===== config.mk =====
export PLATFORM = sky130hd
export DESIGN_NAME = cache_mem_arbiter
export DESIGN_NICKNAME = d
export VERILOG_FILES = /design/src/rtl/cache_mem_arbiter.sv
export SDC_FILE = /design/constraint.sdc
export NUM_CORES = 1
export LEC_CHECK = 0
export BUFFER_PORTS_ARGS = -buffer_cell sky130_fd_sc_hd__buf_4
export CAP_MARGIN = 40
export CORE_AREA = 2 2 545 547
export CTS_CLUSTER_SIZE = 30
export DETAILED_ROUTE_END_ITERATION = 8
export DIE_AREA = 0 0 547 549
export PLACE_DENSITY = 0.38
export SYNTH_ARGS = -nofsm -noshare
export SYNTH_HDL_FRONTEND = slang
export SYNTH_SLANG_ARGS = --single-unit

===== constraint.sdc =====
create_clock -name clk -period 54 [get_ports clk]
set_input_delay 10.8 -clock clk [delete_from_list [all_inputs] [get_ports clk]]
set_output_delay 10.8 -clock clk [all_outputs]
set_load 0.005 [all_outputs]

===== src/rtl/cache_mem_arbiter.sv =====
// Round-robin arbiter giving the I-cache and D-cache exclusive, one-line-at-a-time
// access to the shared memory line port; D wins a fresh tie.
module cache_mem_arbiter #(
  parameter int unsigned LINE_W = 256,
  parameter int unsigned ADDR_W = 32
) (
  input  logic              clk,
  input  logic              rst,
  input  logic              i_read,
  input  logic [ADDR_W-1:0] i_addr,
  output logic [LINE_W-1:0] i_rdata,
  output logic              i_resp,
  input  logic              d_read,
  input  logic              d_write,
  input  logic [ADDR_W-1:0] d_addr,
  input  logic [LINE_W-1:0] d_wdata,
  output logic [LINE_W-1:0] d_rdata,
  output logic              d_resp,
  output logic              mem_read,
  output logic              mem_write,
  output logic [ADDR_W-1:0] mem_addr,
  output logic [LINE_W-1:0] mem_wdata,
  input  logic [LINE_W-1:0] mem_rdata,
  input  logic              mem_resp,
  output logic              busy
);

  typedef enum logic [2:0] {IDLE, I_MEM, D_MEM, I_DONE, D_DONE} state_t;
  typedef enum logic {GRANT_I, GRANT_D} side_t;

  state_t state;
  side_t  last_grant;
  logic   d_req;
  logic   pick_d;

  assign d_req = d_read | d_write;
  // D wins when it is alone, or on a tie when I was served last.
  assign pick_d = d_req && (!i_read || (last_grant == GRANT_I));
  assign busy   = (state != IDLE) | i_read | d_req;

  always_ff @(posedge clk or posedge rst) begin
    if (rst) begin
      state      <= IDLE;
      last_grant <= GRANT_I;
      i_rdata    <= '0;
      i_resp     <= 1'b0;
      d_rdata    <= '0;
      d_resp     <= 1'b0;
      mem_read   <= 1'b0;
      mem_write  <= 1'b0;
      mem_addr   <= '0;
      mem_wdata  <= '0;
    end else begin
      case (state)
        IDLE: begin
          if (pick_d) begin
            mem_addr   <= d_addr;
            last_grant <= GRANT_D;
            state      <= D_MEM;
            if (d_write) begin
              mem_wdata <= d_wdata;
              mem_write <= 1'b1;
            end else begin
              mem_read  <= 1'b1;
            end
          end else if (i_read) begin
            mem_addr   <= i_addr;
            mem_read   <= 1'b1;
            last_grant <= GRANT_I;
            state      <= I_MEM;
          end
        end
        I_MEM: begin
          if (mem_resp) begin
            i_rdata  <= mem_rdata;
            mem_read <= 1'b0;
            i_resp   <= 1'b1;
            state    <= I_DONE;
          end
        end
        D_MEM: begin
          if (mem_resp) begin
            if (mem_read) begin
              d_rdata <= mem_rdata;
            end
            mem_read  <= 1'b0;
            mem_write <= 1'b0;
            d_resp    <= 1'b1;
            state     <= D_DONE;
          end
        end
        I_DONE: begin
          i_resp <= 1'b0;
          state  <= IDLE;
        end
        D_DONE: begin
          d_resp <= 1'b0;
          state  <= IDLE;
        end
        default: begin
          mem_read  <= 1'b0;
          mem_write <= 1'b0;
          i_resp    <= 1'b0;
          d_resp    <= 1'b0;
          state     <= IDLE;
        end
      endcase
    end
  end

endmodule

==> impl_metrics.toml, run 1 <==
[synthesis]
yosysTopAreaCellShare_pct = 64.1
synthCells = 1768
syn_avg_cell_area_um2 = 17.8
synth_area_leader_cell = "dfrtp_1"
synth-seq-area-share_pct = 64.1
syn-num-nets = 2350
synth_edf_count = 0
synthTopCellsByCount = "808 x dfrtp_1, 603 x mux2_2, 200 x mux2_4"
synth_most_common_cell = "dfrtp_1"
synthArstFlopShare_pct = 100
synthDistinctLibCells = 30
ys_ff_latch = 808
synthTopCellsByArea = "dfrtp_1 64%, mux2_2 22%, mux2_4 9.5%"
ys_warn_count = 0
syn_area_mm2 = 0.0316
synth-main-ff-cell = "dfrtp_1"

[finish]
synthToLayoutAreaGrowth_pct = 58.8
multi_input_area_mm2 = 0.0104
fin_util_pct = 17.0
drive_gt1_share_pct = 72.9
final_cells = 7262
finalInstanceArea_mm2 = 0.0501
fillCellCount = 32500
layout.nets = 3794
seq_area_mm2 = 0.0202

[sta]
layout_setup_ws_ns = 31.20
setup_viol = 0
hold_viol_final = 0
slew_violations = 0
grt_setup_unrepaired = "false"
skew_ns = 0.0349
timing.hold.ws_ns = 0.486
fin_tns_setup_ns = 0
maxSlewHeadroom_pct = 31.8
tightestPinTransition_ns = 1.02
max_freq_mhz = 43.9
post-route-min-period_ns = 22.80
post-route-period-util_pct = 42.2

[placement]
gp_congestion = 0.870
dp_hpwl_um = 153000
dp_cells = 7039
dp_slack_ns = 31.22
placed_cell_area_mm2 = 0.0465
place.port_buffers = 1386

[pwr]
total_power_mw = 3.14
powerDensity_mw_per_mm2 = 62.7
p_leak_nw = 22.6
vdd_drop_max_mv = 0.0272

[critical_path]
path_max_fanout = 4
startpoint = "d_write"
worstSetupPathType = "in -> out"
r2r_cells = 9
timing.rr.end = "mem_wdata[245]"
regToRegStartpoint = "state[1]"
endpoint = "busy"
start_kind = "input pin"
worstPathArrival_ns = 12.00
worstSetupEndpointType = "primary output"
r2r_setup_slack_ns = 49.91
worst_ep_required_time_ns = 43.20

[clock_tree]
cts_max_level = 3
cts_made_buffers = 110
clock_latency_ns = 0.84
root_buffer = "clkbuf_16"
clock_tree.buffer_depth = 4
cts_tree = "built"
clk_pin_slew_ns = 0.06
clock_sinks = 808
cts_hold_buf = 0
post-cts-setup-buffers = 0
post_cts_resized = 0

[global_route]
grt_antenna_before_repair = 129
grt_pass1_vias = 23100
grt_max_degree = 151
overflow = 0
grt_pass1_wl_um = 236000
grt.total_usage_pct = 11.7

[route]
drt-total-wl_um = 183000
wl_per_cell_um = 25.2
drc = 0
route.vias.total = 21700
ant_nets = 0
vias_per_cell = 2.99
first_pass_iters = 5
drtIter0Drc = 945

[job]
maxCapViolCount = 0

[die]
pin_count = 1387
coreArea_mm2 = 0.295
fp.dieH_um = 549
dieArea_mm2 = 0.300
die_w_um = 547
start_util_pct = 10.7
placementRows = 200

[min_path]
hp-class = "reg -> reg"
hp-start = "i_rdata[12]"

[run_status]
status = "finished clean"
[placed cells by master, fill, tap and decap left out, drive strengths merged, types with 4 or more instances in the layout]
master / synthesis / layout
buf: 89 / 1426
diode: 0 / 28
nand2: 4 / 4
clkbuf: 5 / 168
dfrtp: 808 / 808
a21oi: 4 / 4
inv: 4 / 9
clkinv: 0 / 16
mux2: 832 / 832
[final cells by class]
class / instances / area share (%)
Clock buffer: 168 / 6.49
Inverter: 4 / 0.0450
Tap cell: 3939 / 9.84
Clock inverter: 27 / 0.632
Timing Repair Buffer: 1426 / 21.8
Antenna cell: 28 / 0.140
Multi-Input combinational cell: 862 / 20.7
Sequential cell: 808 / 40.4
[logic make-up (layout without fill, tap and decap cells)]
group / count (synthesis) / count (layout) / synth area share (%)
other cells: 0 / 28 / 0
simple gates: 15 / 15 / 0.341
flops: 808 / 808 / 64.1
compound gates: 15 / 15 / 0.317
buf+inv: 98 / 1625 / 3.19
mux: 832 / 832 / 32.1
[worst max-delay path, cell delays in order]
cell and delay (ns):
buf_4 0.16, nor3_1 0.60, nand2_1 0.23, buf_4 0.19
[registers in the layout, indices dropped and copies added, names as in the netlist]
signal      count
i_resp          1
last_grant      1
mem_write       1
i_rdata       256
d_rdata       256
d_resp          1
mem_addr       32
state           3
mem_wdata     256
mem_read        1
[metal layers]
metal	wire, um	track usage, %
met3	32500	9.11
met5	471	0
met1	69300	13.3
met2	77000	17.2
met4	3790	2.47
[report_power, final]
| group | internal (mW) | total [mW] | switching [mW] |
|---|---|---|---|
| registers | 0.917 | 1.11 | 0.197 |
| logic | 0.740 | 1.30 | 0.557 |
| clock network | 0.428 | 0.730 | 0.302 |
[worst min-delay path by stage]
| stage | endpoint | slack [ns] | depth (start not counted) |
|---|---|---|---|
| floorplan | mem_write | 0.48 | 1 |
| global placement | i_rdata[12] | 0.47 | 1 |
| detailed placement | i_rdata[13] | 0.48 | 1 |
| CTS | i_rdata[12] | 0.49 | 1 |
| global route | i_rdata[18] | 0.50 | 1 |
| finish | i_rdata[12] | 0.49 | 1 |
Power figures use the tool's default switching activity.
==> run 2, diff against run 1 <==
--- a/config.mk
+++ b/config.mk
@@ -7,11 +7,11 @@
 export LEC_CHECK = 0
 export BUFFER_PORTS_ARGS = -buffer_cell sky130_fd_sc_hd__buf_4
 export CAP_MARGIN = 40
-export CORE_AREA = 2 2 545 547
+export CORE_AREA = 2 2 538 540
 export CTS_CLUSTER_SIZE = 30
 export DETAILED_ROUTE_END_ITERATION = 8
-export DIE_AREA = 0 0 547 549
-export PLACE_DENSITY = 0.38
+export DIE_AREA = 0 0 540 542
+export PLACE_DENSITY = 0.39
 export SYNTH_ARGS = -nofsm -noshare
 export SYNTH_HDL_FRONTEND = slang
 export SYNTH_SLANG_ARGS = --single-unit
==> constraint.sdc (replaced) <==
create_clock -name clk -period 18.65 [get_ports clk]
set_input_delay 3.73 -clock clk [delete_from_list [all_inputs] [get_ports clk]]
set_output_delay 3.73 -clock clk [all_outputs]
set_load 0.005 [all_outputs]
==> run 2 against run 1 <==
Compared with the run above:
- clock skew increased by 0.028 ns
- setup slack lost 21 ns
- hold slack better by 0.0028 ns
- highest routed layer unchanged
- final cell count fell by 2.1%
==> impl_metrics.toml, run 2 (synthesis results as in run 1) <==
[run_status]
status = "finished clean"

[route]
drtIter0Drc = 930
drt-total-wl_um = 185000
vias_per_cell = 3.07
route.vias.total = 21800
ant_nets = 0
drc = 0
first_pass_iters = 4
wl_per_cell_um = 26.0

[placement]
dp_hpwl_um = 154000
dp_slack_ns = 10.04
place.port_buffers = 1386
gp_congestion = 0.843

[critical_path]
regToRegStartpoint = "state[0]"
start_kind = "input pin"
worstSetupPathType = "in -> out"
r2r_cells = 8
r2r_setup_slack_ns = 14.41
startpoint = "d_read"
max_stage_delay_ns = 0.50
crit_top_cell = "buf_4"
slowest_stage = "nor3_1"
timing.rr.end = "i_rdata[166]"
worstSetupEndpointType = "primary output"
worst_ep_required_time_ns = 14.92
worstPathArrival_ns = 4.90
path_cells = "buf_4, nor3_1, nand2_1, buf_4"
path_max_fanout = 3

[sta]
fin_tns_setup_ns = 0
layout_setup_ws_ns = 10.02
timing.hold.ws_ns = 0.489
post-route-min-period_ns = 8.63
tightestPinTransition_ns = 0.970
grt_setup_unrepaired = "false"
max_freq_mhz = 116
slew_violations = 0
skew_ns = 0.0627
setup_viol = 0
hold_viol_final = 0
maxSlewHeadroom_pct = 35.3
post-route-period-util_pct = 46.3

[pwr]
netSwitchingPower_mw = 3.02
powerDensity_mw_per_mm2 = 182
internal_power_mw = 6.05
p_leak_nw = 22.5
switching_share_pct = 33.3
comb_power_share_pct = 41.0
p_seq_share_pct = 35.4
vdd_drop_max_mv = 0.0730
p_clk_share_pct = 23.5

[global_route]
use_met3_pct = 9.11
overflow = 0
busiest_layer = "met2"
grt_max_degree = 139
grt_pass1_vias = 23300
grt_antenna_before_repair = 143
grt_pass1_wl_um = 238000
use_met2_pct = 18.1
grtUsageMet1_pct = 13.8
grt.total_usage_pct = 12.2

[finish]
layout_common_cells = "1,412 x buf_4, 808 x dfrtp_1, 603 x mux2_2, 200 x mux2_4, 111 x clkbuf_16"
synthToLayoutAreaGrowth_pct = 58.0
layout.nets = 3792
final_common_cell = "buf_4"
drive_gt1_share_pct = 72.9
reg_top3 = "d_rdata (256), i_rdata (256), mem_wdata (256)"

[die]
die_w_um = 540
placementRows = 197
start_util_pct = 11.0
fp.dieH_um = 542
coreArea_mm2 = 0.287
dieArea_mm2 = 0.293
pin_count = 1387

[clock_tree]
clock_tree.buffer_depth = 4
cts_max_level = 3
root_buffer = "clkbuf_16"
clock_sinks = 808
clock_latency_ns = 0.83
cts_hold_buf = 0
post_cts_resized = 0
cts_tree = "built"
clk_pin_slew_ns = 0.05
cts_made_buffers = 111
post-cts-setup-buffers = 0

[min_path]
hp-class = "reg -> reg"
holdPathStages = 1
hold_path_end = "i_rdata[11]"
hp-start = "i_rdata[11]"

[job]
maxCapViolCount = 0
-- run 2: power by group through the flow --
stage / Clock, mW / Sequential, mW / Combinational, mW
after floorplan: 0 / 3.18 / 1.38
after global placement: 0 / 3.21 / 3.82
after detailed placement: 0 / 3.23 / 3.84
after CTS: 2.23 / 3.22 / 3.85
after global routing: 2.29 / 3.33 / 3.99
final: 2.13 / 3.21 / 3.72
-- run 2: area by class of cell --
| cell class | count | area (um2) |
|---|---|---|
| Inverter | 4 | 18.8 |
| Timing Repair Buffer | 1423 | 10900 |
| Clock buffer | 170 | 3280 |
| Tap cell | 3781 | 4730 |
| Clock inverter | 25 | 294 |
| Multi-Input combinational cell | 862 | 10400 |
| Antenna cell | 37 | 92.6 |
| Sequential cell | 808 | 20200 |
| Fill cell | 31500 | 237000 |
-- run 2: worst max path at each step --
stage | end | slack [ns] | cells after the start
floorplan | d_rdata[0] | 3.83 | 1
global placement | busy | 10.06 | 4
detailed placement | busy | 10.04 | 4
CTS | busy | 10.04 | 4
global route | busy | 9.99 | 4
finish | busy | 10.02 | 4
-- run 2: per-stage QoR --
stage	power (mW)	instance area [um2]	std cells	utilization, %
after CTS	9.30	49800	7073	17.3
after global routing	9.62	49800	7075	17.3
after detailed placement	7.07	46200	6878	16.1
after floorplan	4.57	31600	1768	-
after global placement	7.03	46000	6870	16.0
final	9.07	49900	7110	17.4
-- run 2: per-layer routing --
layer | part of all wire (%) | vias to the layer above | wire length [um]
met5 | 0.33 | - | 602
met4 | 2.1 | 88 | 3910
met3 | 17 | 311 | 30700
met2 | 42 | 1253 | 78100
met1 | 39 | 10900 | 71300
li1 | - | 9260 | -
-- run 2: critical path: cells and delay by family --
kind | cells | cell delay (ns)
AND/OR/NAND/NOR | 2 | 0.77
buffers and inverters | 2 | 0.39
